`src/rtl/pixel_pkg.sv`:
```
// Shared definitions for the pixel packet assembler.
//   state_t            : assembler FSM state encoding (also visible on the
//                        debug port of the top level)
//   START_BYTE_DEFAULT : default frame header byte
package pixel_pkg;

    typedef enum logic [2:0] {
        IDLE    = 3'd0,  // hunting for the frame header byte
        CHAN    = 3'd1,  // collecting channel bytes of one pixel
        PIX_OUT = 3'd2,  // presenting an assembled pixel downstream
        CSUM    = 3'd3,  // waiting for the trailing checksum byte
        CAM     = 3'd4,  // camera-mode frame marker, one cycle
        ERR     = 3'd5   // timeout recovery, one cycle
    } state_t;

    localparam logic [7:0] START_BYTE_DEFAULT = 8'hAA;

endpackage

```
`src/rtl/timeout_counter.sv`:
```
// Idle-cycle watchdog for the pixel packet assembler.
//   clk, reset_n : clock, asynchronous active-low reset
//   clr          : restart the count (a byte was consumed or the state moved)
//   en           : count this cycle (waiting on an empty FIFO)
//   expired      : count has reached LIMIT-1 while still enabled
module timeout_counter #(
    parameter int unsigned LIMIT = 1000000
) (
    input  logic clk,
    input  logic reset_n,
    input  logic clr,
    input  logic en,
    output logic expired
);

    localparam int unsigned CW = (LIMIT > 2) ? $clog2(LIMIT) : 1;
    localparam logic [CW-1:0] LAST = CW'(LIMIT - 1);

    logic [CW-1:0] count;

    always_ff @(posedge clk or negedge reset_n) begin
        if (!reset_n) begin
            count <= '0;
        end else if (clr) begin
            count <= '0;
        end else if (en && (count != LAST)) begin
            // Saturate at LAST; the FSM leaves the waiting state anyway.
            count <= count + 1'b1;
        end
    end

    // A clearing cycle never reports expiry, so a stale count left over
    // from a previous visit to a waiting state cannot fire early.
    assign expired = en && !clr && (count == LAST);

endmodule

```
`src/rtl/pixel_packet_assembler.sv`:
```
// Pixel packet assembler: pulls bytes from a first-word-fall-through FIFO,
// finds the frame header, groups NUM_CH bytes per pixel and hands pixels
// downstream, then checks an optional trailing XOR checksum.
//   clk, reset_n        : clock, asynchronous active-low reset
//   empty, pop_data     : FIFO status and head byte
//   pop                 : consume the FIFO head this cycle
//   cam_mode            : 1 = camera source (header only), 0 = UART frame
//   pixel_data          : assembled pixel, first channel byte in the MSBs
//   pixel_valid/ready   : downstream pixel handshake
//   pixel_cnt           : pixels delivered in the current frame
//   frame_done/err      : single-cycle end-of-frame status pulses
//   busy                : assembler is inside a frame
//   dbg_state           : current FSM state
//
// Handshake: a pixel transfers on a rising edge where pixel_valid and
// pixel_ready are both 1. Once pixel_valid rises, pixel_data holds until that
// transfer; pixel_ready may toggle freely and may be low indefinitely.
// On the FIFO side a byte is consumed on every rising edge where pop is 1.
module pixel_packet_assembler
    import pixel_pkg::*;
#(
    parameter int unsigned DATA_WIDTH      = 8,
    parameter int unsigned NUM_CH          = 3,
    parameter int unsigned TOTAL_PIXELS    = 40800,
    parameter int unsigned PIXEL_CNT_WIDTH = 16,
    parameter logic [DATA_WIDTH-1:0] START_BYTE = DATA_WIDTH'(START_BYTE_DEFAULT),
    parameter int unsigned CSUM_EN         = 1,
    parameter int unsigned TIMEOUT_CYCLES  = 1000000
) (
    input  logic                            clk,
    input  logic                            reset_n,
    input  logic                            empty,
    input  logic [DATA_WIDTH-1:0]           pop_data,
    output logic                            pop,
    input  logic                            cam_mode,
    output logic [NUM_CH*DATA_WIDTH-1:0]    pixel_data,
    output logic                            pixel_valid,
    input  logic                            pixel_ready,
    output logic [PIXEL_CNT_WIDTH-1:0]      pixel_cnt,
    output logic                            frame_done,
    output logic                            frame_err,
    output logic                            busy,
    output state_t                          dbg_state
);

    localparam logic [1:0] LAST_CH = 2'(NUM_CH - 1);
    localparam logic [PIXEL_CNT_WIDTH-1:0] LAST_PIX = PIXEL_CNT_WIDTH'(TOTAL_PIXELS - 1);

    state_t                 state;
    state_t                 state_prev;
    logic [1:0]             ch_idx;
    logic [DATA_WIDTH-1:0]  csum;
    logic                   tmo_clr;
    logic                   tmo_en;
    logic                   tmo_expired;

    // Only states that actually consume a byte may pop; reset_n gates pop so
    // nothing leaves the FIFO while reset is held.
    assign pop = reset_n && !empty &&
                 ((state == IDLE) || (state == CHAN) || (state == CSUM));

    assign busy      = (state != IDLE);
    assign dbg_state = state;

    // The watchdog runs only while waiting for bytes; PIX_OUT is excluded so a
    // downstream stall never aborts a frame.
    assign tmo_en  = empty && ((state == CHAN) || (state == CSUM));
    assign tmo_clr = pop || (state != state_prev);

    timeout_counter #(
        .LIMIT (TIMEOUT_CYCLES)
    ) u_timeout (
        .clk     (clk),
        .reset_n (reset_n),
        .clr     (tmo_clr),
        .en      (tmo_en),
        .expired (tmo_expired)
    );

    always_ff @(posedge clk or negedge reset_n) begin
        if (!reset_n) begin
            state       <= IDLE;
            state_prev  <= IDLE;
            ch_idx      <= '0;
            csum        <= '0;
            pixel_data  <= '0;
            pixel_valid <= 1'b0;
            pixel_cnt   <= '0;
            frame_done  <= 1'b0;
            frame_err   <= 1'b0;
        end else begin
            state_prev <= state;
            frame_done <= 1'b0;
            frame_err  <= 1'b0;

            case (state)
                IDLE: begin
                    // Non-header bytes are popped and dropped here.
                    if (pop && (pop_data == START_BYTE)) begin
                        if (cam_mode) begin
                            state <= CAM;
                        end else begin
                            state  <= CHAN;
                            ch_idx <= '0;
                            csum   <= '0;
                        end
                    end
                end

                CHAN: begin
                    if (tmo_expired) begin
                        state <= ERR;
                    end else if (pop) begin
                        for (int c = 0; c < int'(NUM_CH); c++) begin
                            if (ch_idx == 2'(c)) begin
                                pixel_data[(int'(NUM_CH) - 1 - c)*DATA_WIDTH +: DATA_WIDTH] <= pop_data;
                            end
                        end
                        csum <= csum ^ pop_data;
                        if (ch_idx == LAST_CH) begin
                            ch_idx      <= '0;
                            pixel_valid <= 1'b1;
                            state       <= PIX_OUT;
                        end else begin
                            ch_idx <= ch_idx + 1'b1;
                        end
                    end
                end

                PIX_OUT: begin
                    if (pixel_ready) begin
                        pixel_valid <= 1'b0;
                        if (pixel_cnt == LAST_PIX) begin
                            // Count holds at its last value until the frame
                            // closes, so it never exceeds TOTAL_PIXELS-1.
                            if (CSUM_EN != 0) begin
                                state <= CSUM;
                            end else begin
                                frame_done <= 1'b1;
                                pixel_cnt  <= '0;
                                state      <= IDLE;
                            end
                        end else begin
                            pixel_cnt <= pixel_cnt + 1'b1;
                            state     <= CHAN;
                        end
                    end
                end

                CSUM: begin
                    if (tmo_expired) begin
                        state <= ERR;
                    end else if (pop) begin
                        if (pop_data == csum) begin
                            frame_done <= 1'b1;
                        end else begin
                            frame_err <= 1'b1;
                        end
                        pixel_cnt <= '0;
                        state     <= IDLE;
                    end
                end

                CAM: begin
                    frame_done <= 1'b1;
                    pixel_cnt  <= '0;
                    state      <= IDLE;
                end

                ERR: begin
                    frame_err <= 1'b1;
                    pixel_cnt <= '0;
                    ch_idx    <= '0;
                    csum      <= '0;
                    state     <= IDLE;
                end

                default: begin
                    state <= IDLE;
                end
            endcase
        end
    end

endmodule

```
`config.mk`:
```
export PLATFORM = sky130hd
export DESIGN_NAME = pixel_packet_assembler
export DESIGN_NICKNAME = d
export VERILOG_FILES = /design/src/rtl/pixel_pkg.sv /design/src/rtl/timeout_counter.sv /design/src/rtl/pixel_packet_assembler.sv
export SDC_FILE = /design/constraint.sdc
export NUM_CORES = 1
export LEC_CHECK = 0
export BUFFER_PORTS_ARGS = -buffer_cell sky130_fd_sc_hd__buf_4
export CAP_MARGIN = 40
export CELL_PAD_IN_SITES_DETAIL_PLACEMENT = 1
export CELL_PAD_IN_SITES_GLOBAL_PLACEMENT = 1
export CORE_AREA = 10 10 113 115
export DETAILED_ROUTE_END_ITERATION = 12
export DIE_AREA = 0 0 123 125
export GPL_TIMING_DRIVEN = 0
export PLACE_DENSITY_LB_ADDON = 0.25
export SYNTH_ARGS = -nofsm -noshare
export SYNTH_HDL_FRONTEND = slang
export SYNTH_SLANG_ARGS = --single-unit
```
`constraint.sdc`:
```
create_clock -name clk -period 5.35 [get_ports clk]
set_clock_uncertainty 0.2 [all_clocks]
set_input_delay 0.535 -clock clk [delete_from_list [all_inputs] [get_ports clk]]
set_output_delay 0.535 -clock clk [all_outputs]
set_load 0.03 [all_outputs]
```
Word-level counts from Yosys, hierarchy flattened
Index checks and enable logic that the tools add are counted.
{"block": "totals", "register_bits": 79, "input_bits": 13, "out_inout_bits": 48, "word_cells": 111}
{"block": "op_classes", "n_addsub": 3, "eq_ne": 25, "mux": 41, "n_bitwise": 2, "n_reduce_logical": 28}
{"op": "16-bit 2-to-1 mux", "count": 4}
{"op": "16-bit case mux with 3 select lines", "count": 1}
{"op": "20-bit 2-to-1 mux", "count": 2}
{"op": "8-bit 2-to-1 mux", "count": 4}
{"op": "3-bit 2-to-1 mux", "count": 8}
{"op": "8-bit case mux with 3 select lines", "count": 1}
{"op": "20-bit by 1-bit adder with 20-bit output (second input constant)", "count": 1}
{"op": "20-bit == test (second input constant)", "count": 1}
{"op": "20-bit inequality test (second input constant)", "count": 1}
{"op": "5-bit AND reduction", "count": 4}
{"op": "16-bit by 1-bit adder with 16-bit output (second input constant)", "count": 1}
{"op": "16-bit == test (second input constant)", "count": 1}
{"op": "2-bit inequality test (second input constant)", "count": 7}
{"op": "2-bit 2-to-1 mux", "count": 6}
{"op": "3-bit case mux with 4 select lines", "count": 1}
{"op": "4-bit AND reduction", "count": 3}
{"op": "1-bit 2-to-1 mux", "count": 10}
{"op": "3-bit nonzero test", "count": 3}
{"op": "8-bit == test", "count": 1}
{"op": "8-bit == test (second input constant)", "count": 1}
{"op": "8-bit bitwise XOR", "count": 1}
{"op": "1-bit logical AND", "count": 7}
{"op": "3-bit by 2-bit == test with 1-bit output (second input constant)", "count": 2}
{"op": "3-bit == test (second input constant)", "count": 2}
{"op": "other kinds (17)", "count": 26}

Depth between registers and ports, before layout
{"block": "logic_depth", "depth_word": 10, "mapped_depth": 9, "mapped_depth_nobuf": 7}

Hierarchy
From an unflattened synthesis, not the netlist that was laid out.
{"block": "unflattened", "cells_unflattened": 394, "hier_area_um2": 4083.9}
{"module": "pixel_packet_assembler", "n_inst": 1, "cells_each": 283, "area_per_inst_um2": 2990.4, "seq_area_each_um2": 1476.4}
{"module": "timeout_counter", "n_inst": 1, "cells_each": 111, "area_per_inst_um2": 1093.5, "seq_area_each_um2": 500.5}

Least setup slack after synthesis
OpenSTA, ideal clock, no wires.
{"block": "synth_path", "kind": "flip-flop to flip-flop", "start": "reg state[2], in the netlist dbg_state[2]", "end": "reg pixel_data[0]", "arrival_time_ns": 2.060, "required_ns": 5.025, "slack_ns": 2.965, "path_stages_with_launch": 8, "path_buffers": 1, "cell_sequence": "dfrtp_1 > buf_2 > inv_1 > ha_1 > o21ai_2 > inv_1 > nand2_1 > mux2_2"}
{"block": "synth_between", "elab_chain_len": 10}
{"item": "from (decl)", "line_no": "pixel_packet_assembler.sv:49", "source": "state_t state;"}
{"item": "from (signal assigned)", "line_no": "pixel_packet_assembler.sv:82", "source": "state <= IDLE;"}
{"item": "from (signal assigned)", "line_no": "pixel_packet_assembler.sv:101", "source": "state <= CAM;"}
{"item": "from (signal assigned)", "line_no": "pixel_packet_assembler.sv:103", "source": "state <= CHAN;"}
{"item": "3-bit by 1-bit == test with 1-bit output or 3-bit zero test (tied branches)", "line_no": "pixel_packet_assembler.sv:60", "source": "((state == IDLE) || (state == CHAN) || (state == CSUM));"}
{"item": "1-bit logical OR", "line_no": "pixel_packet_assembler.sv:60"}
{"item": "1-bit logical OR (*)", "line_no": "pixel_packet_assembler.sv:60"}
{"item": "1-bit logical AND (*)", "line_no": "pixel_packet_assembler.sv:59", "source": "assign pop = reset_n && !empty &&"}
{"item": "named net pop", "line_no": "pixel_packet_assembler.sv:34", "source": "output logic pop,"}
{"item": "1-bit logical OR", "line_no": "pixel_packet_assembler.sv:68", "source": "assign tmo_clr = pop || (state != state_prev);"}
{"item": "1-bit zero test", "line_no": "timeout_counter.sv:34", "source": "assign expired = en && !clr && (count == LAST);"}
{"item": "1-bit logical AND (2 in a row)", "line_no": "timeout_counter.sv:34"}
{"item": "1-bit NOT (no source line)"}
{"item": "4-bit AND reduction (no source line) (*)"}
{"item": "to (signal, indexed assignment)", "line_no": "pixel_packet_assembler.sv:116", "source": "pixel_data[(int'(NUM_CH) - 1 - c)*DATA_WIDTH +: DATA_WIDTH] <= pop_data;"}
{"item": "to (decl)", "line_no": "pixel_packet_assembler.sv:36", "source": "output logic [NUM_CH*DATA_WIDTH-1:0] pixel_data,"}
Mark *: on every way through the listed nets, which the timed path passes. The rest lies on a longest branch.
A chain may end at the register's enable or synchronous reset.

Worst setup path in the final report
{"block": "layout_path", "start": "in reset_n", "end": "out pop"}
{"block": "layout_between", "elab_chain_len": 2}
{"item": "from (decl)", "line_no": "pixel_packet_assembler.sv:31", "source": "input logic reset_n,"}
{"item": "1-bit logical AND (2 in a row)", "line_no": "pixel_packet_assembler.sv:59"}
{"item": "to (decl)", "line_no": "pixel_packet_assembler.sv:34"}
Every way passes these cells.

==> results.txt <==
- The synthesized design contains 79 register bits.
* DRC Markers: 0
* Final Max Slew Viols: 0
- The cell count after synthesis came out at between 300 and 400.
- The tightest hold path in the finished design has a slack of about 180 ps.
- Slowest-stage cell, CP: sky130_fd_sc_hd__dlygate4sd3_1
* Placeable core region: approximately 11000 um2
- The first global-routing pass estimated approximately 19 mm of wire.
- Of all flip-flops after synthesis, the portion carrying an async set or reset was 1.000.
- Grouping stages by cell kind, the critical path spends the most delay in buffers and inverters.
- STA classifies the critical path endpoint as an output pin.
- Vias: between 3000 and 4000
- Final antenna diode count: 0
* Delay of the slowest critical-path stage: ~530 ps
- The number of global-route vias before repair is roughly 3600.
- CP arrival: 2490 ps
- Wires add up to 11.31 mm.
* Worst-path clk slew: ~90 ps
- The critical path starts at reset_n.
* Remaining antenna violation count: 0
- After detailed routing, the number of vias per cell comes to roughly 5.5.
- Starting density of the core: 0.3921
- I/O Buffers: 60
- Global route overflow: 0
- Total Neg Setup Slack: 0 ps
* Total routing resource utilization after global routing: 0.1513
- In this run the worst hold path is classified as input pin to flip-flop.
* Summed instance area of the synthesized netlist: ~4200 um2
* Post-place setup slack: approximately 2300 ps
* CTS Root Buffer Type: sky130_fd_sc_hd__clkbuf_8
- Count of synthesis-stage warnings from yosys: 0
- In this run the count of I/O pins placed on the die edge is 61.
- In this run the tightest slew margin relative to its limit is 0.5517.
- Startpoint of the most critical hold path: pixel_ready
- Synthesized net count: 412
- Of all nets on the critical path, the largest fanout is about 50.
* Tot Pwr: 2359 uW
- Detailed-routing iteration count for the pre-antenna-repair pass: 4
- For the finished layout, the period the worst path requires is between 3000 and 4000 ps.
- The run finished with clean final reports.
- The average instance in the mapped netlist occupies around 11 um2.
- Final weighted congestion in routability-driven placement: just over 0.8
- In this run, synthesis inferred 0 flip-flops with an integrated enable.
- The initialized floorplan defines 38 standard-cell rows.
- CTS tree: built
- Post-layout util: 0.4719
* Post-layout net count: about 490
- Ranked by total cell area, the synthesized netlist is headed by sky130_fd_sc_hd__dfrtp_1, sky130_fd_sc_hd__mux2_4, sky130_fd_sc_hd__o21ai_0.
- The tool flagged a number of max-cap violations equal to 0.
- Crit path launch type: input pin
- The startpoint identified for the worst register-to-register timing path is dbg_state[2]$_DFFE_PN0P_.
* Distinct cell type count of the synthesized netlist: 61
- The initial antenna violation count is 0.
- Cts bufs inserted: 9
- Top-area cell type share of the netlist area: 0.4755
* Die area: between 15000 and 20000 um2
- Slew @ Worst Pin: 666.8 ps
- Setup slack closes at about 2100 ps.
- Clock sinks: 79
- DR iter-0 viols: 120
- Worst Path Class, Setup: input pin to output pin
- By instance count, the leading cell after synthesis is sky130_fd_sc_hd__dfrtp_1.
* Buffer depth of the longest clock path: 2
* Final Hold Viols: 0
- Ratio of final minimum period to clock period: 0.6019
- Across the VDD grid, the largest voltage drop is around 230 uV.
- For this design the ratio of total power to cell area is ~470 nW/um2.
- Sum of net half-perimeters after detailed placement: approximately 8.2 mm
- Post-cts sizing count: 0
* Routed length per instance: around 18 um
* Library cell occupying the most area in the post-synthesis netlist: sky130_fd_sc_hd__dfrtp_1
- Sequential element share of the synthesized area: 0.4755
- Measured along the y axis, the die boundary spans around 130 um.
- Post-synthesis to final-layout area growth: 20.34%
- Setup repair after global routing left no endpoint under its margin.
- Number of endpoints failing setup at the final stage: 0
- Proportion of layout cells with a drive suffix above 1: 0.2685
* Commonest cells in the synthesized netlist: sky130_fd_sc_hd__dfrtp_1, sky130_fd_sc_hd__nand2_1, sky130_fd_sc_hd__o21ai_0
- H-tree lvl count: 3
- Maximum clock rate: 310.6 MHz
- The critical path contains buffers and inverters numbering 5 combined.
* Most common flop cell mapped by yosys: sky130_fd_sc_hd__dfrtp_1
* Static Leakage: 0.002238 uW
- Die extent in x: roughly 120 um
* Library cell appearing most often on the critical path: sky130_fd_sc_hd__buf_4
* Worst EP required: ~4600 ps
- Maximum number of pins on one net before global-route repair: 50
- Worst path cell trace: dlygate4sd3_1 > buf_4 > buf_16 > and2b_1 > o21ai_2 > inv_1 > buf_4
* Clock latency at the later pin of the worst-skew pair: approximately 360 ps
-- where the power goes --
group	switching, uW	leakage (uW)	internal (uW)
Combinational	674	0.00110	434
Clock	240	0.0000849	183
Sequential	102	0.00106	726
-- per-stage QoR --
| stage | instance area, um2 | cells |
|---|---|---|
| floorplan | 4158 | 395 |
| global placement | 4783 | 595 |
| detailed placement | 4811 | 596 |
| CTS | 5004 | 613 |
| global route | 5004 | 613 |
| finish | 5004 | 613 |
-- layout make-up --
class                   instances  area (um2)
fillers                      1207        5599
multi-input cells             289        2037
flip-flops and latches         79        1977
repair buffers                 62       488.0
well taps                     140       175.2
clock buffers                  10       137.6
plain buffers                  15       98.84
clock inverters                 6       45.04
inverters                      12       45.04
-- worst paths after layout --
kind                                                         to  slack (ps)  depth (start not counted)
worst max-delay path                                        pop        2130                          7
worst max register to register              csum[1]$_DFFE_PN0P_        2800                          9
worst min-delay path                    pixel_valid$_DFFE_PN0P_         180                          2
min in group asynchronous       u_timeout.count[19]$_DFFE_PN0P_         480                          2
worst min register to register          state_prev[2]$_DFF_PN0_         280                          0
max in group asynchronous                   frame_err$_DFF_PN0_        3880                          3
-- per-layer routing --
metal,vias up,wire [um],global-route usage
li1,1605,-,-
met1,1689,5178,0.1911
met2,60,5332,0.2408
met3,17,647,0.04725
met4,0,150,0.04729
met5,-,0,0
-- registers in the layout (all words and copies together), names as in the netlist --
| signal | count |
|---|---|
| ch_idx | 2 |
| csum | 8 |
| dbg_state | 3 |
| frame_done | 1 |
| frame_err | 1 |
| pixel_cnt | 16 |
| pixel_data | 24 |
| pixel_valid | 1 |
| state_prev | 3 |
| u_timeout.count | 20 |
-- kinds of logic (layout without fill, tap and decap cells) --
logic type               count (synthesis)  count (layout)  share of synthesized area
AO/OA/AOI/OAI                          104             104                     0.1601
XOR/XNOR                                14              14                    0.02949
adder cells (fa/ha/maj)                  4               4                    0.01204
buffers and inverters                   27             105                    0.03461
flip-flops                              79              79                     0.4755
multiplexers                            27              27                    0.08667
AND/OR/NAND/NOR                        140             140                     0.2016
-- worst register-to-register path: cells and delay by family (launching register included) --
kind | cells | cell delay, ps
buffers and inverters | 3 | 690
DFF | 1 | 430
adders and majority gates | 1 | 250
AOI/OAI and AO/OA | 4 | 650
and+or+nand+nor | 1 | 200
-- timing repair --
item | CTS | global route
setup buffers | 0 | 0
hold buffers | 1 | 0
hold endpoints to repair | 32 | 0
-- cell usage in the layout, fill, tap and decap left out, types with 3 or more instances in the layout --
master	instances
sky130_fd_sc_hd__clkinvlp_4	3
sky130_fd_sc_hd__buf_2	4
sky130_fd_sc_hd__or4_1	9
sky130_fd_sc_hd__xor2_1	10
sky130_fd_sc_hd__ha_1	4
sky130_fd_sc_hd__nor4_2	3
sky130_fd_sc_hd__a21oi_1	14
sky130_fd_sc_hd__o211ai_1	7
sky130_fd_sc_hd__and3_1	4
sky130_fd_sc_hd__clkbuf_8	10
sky130_fd_sc_hd__o2bb2ai_1	8
sky130_fd_sc_hd__o21ai_1	13
sky130_fd_sc_hd__o21ai_0	31
sky130_fd_sc_hd__a31oi_1	4
sky130_fd_sc_hd__xnor2_1	4
sky130_fd_sc_hd__mux2_4	16
sky130_fd_sc_hd__or3_1	10
sky130_fd_sc_hd__inv_1	12
sky130_fd_sc_hd__mux2i_1	3
sky130_fd_sc_hd__and3b_1	3
sky130_fd_sc_hd__buf_6	3
sky130_fd_sc_hd__dfrtp_1	79
sky130_fd_sc_hd__o31ai_1	10
sky130_fd_sc_hd__and4_1	4
sky130_fd_sc_hd__clkbuf_1	3
sky130_fd_sc_hd__buf_4	64
sky130_fd_sc_hd__nor2_1	16
sky130_fd_sc_hd__nand2b_1	12
sky130_fd_sc_hd__nand3_1	10
sky130_fd_sc_hd__o41ai_1	3
sky130_fd_sc_hd__nand4_1	6
sky130_fd_sc_hd__nor4_1	4
sky130_fd_sc_hd__nand2_1	34
sky130_fd_sc_hd__nor3_1	5
sky130_fd_sc_hd__mux2_2	8
Note: power is estimated with default switching activity, not from simulation.
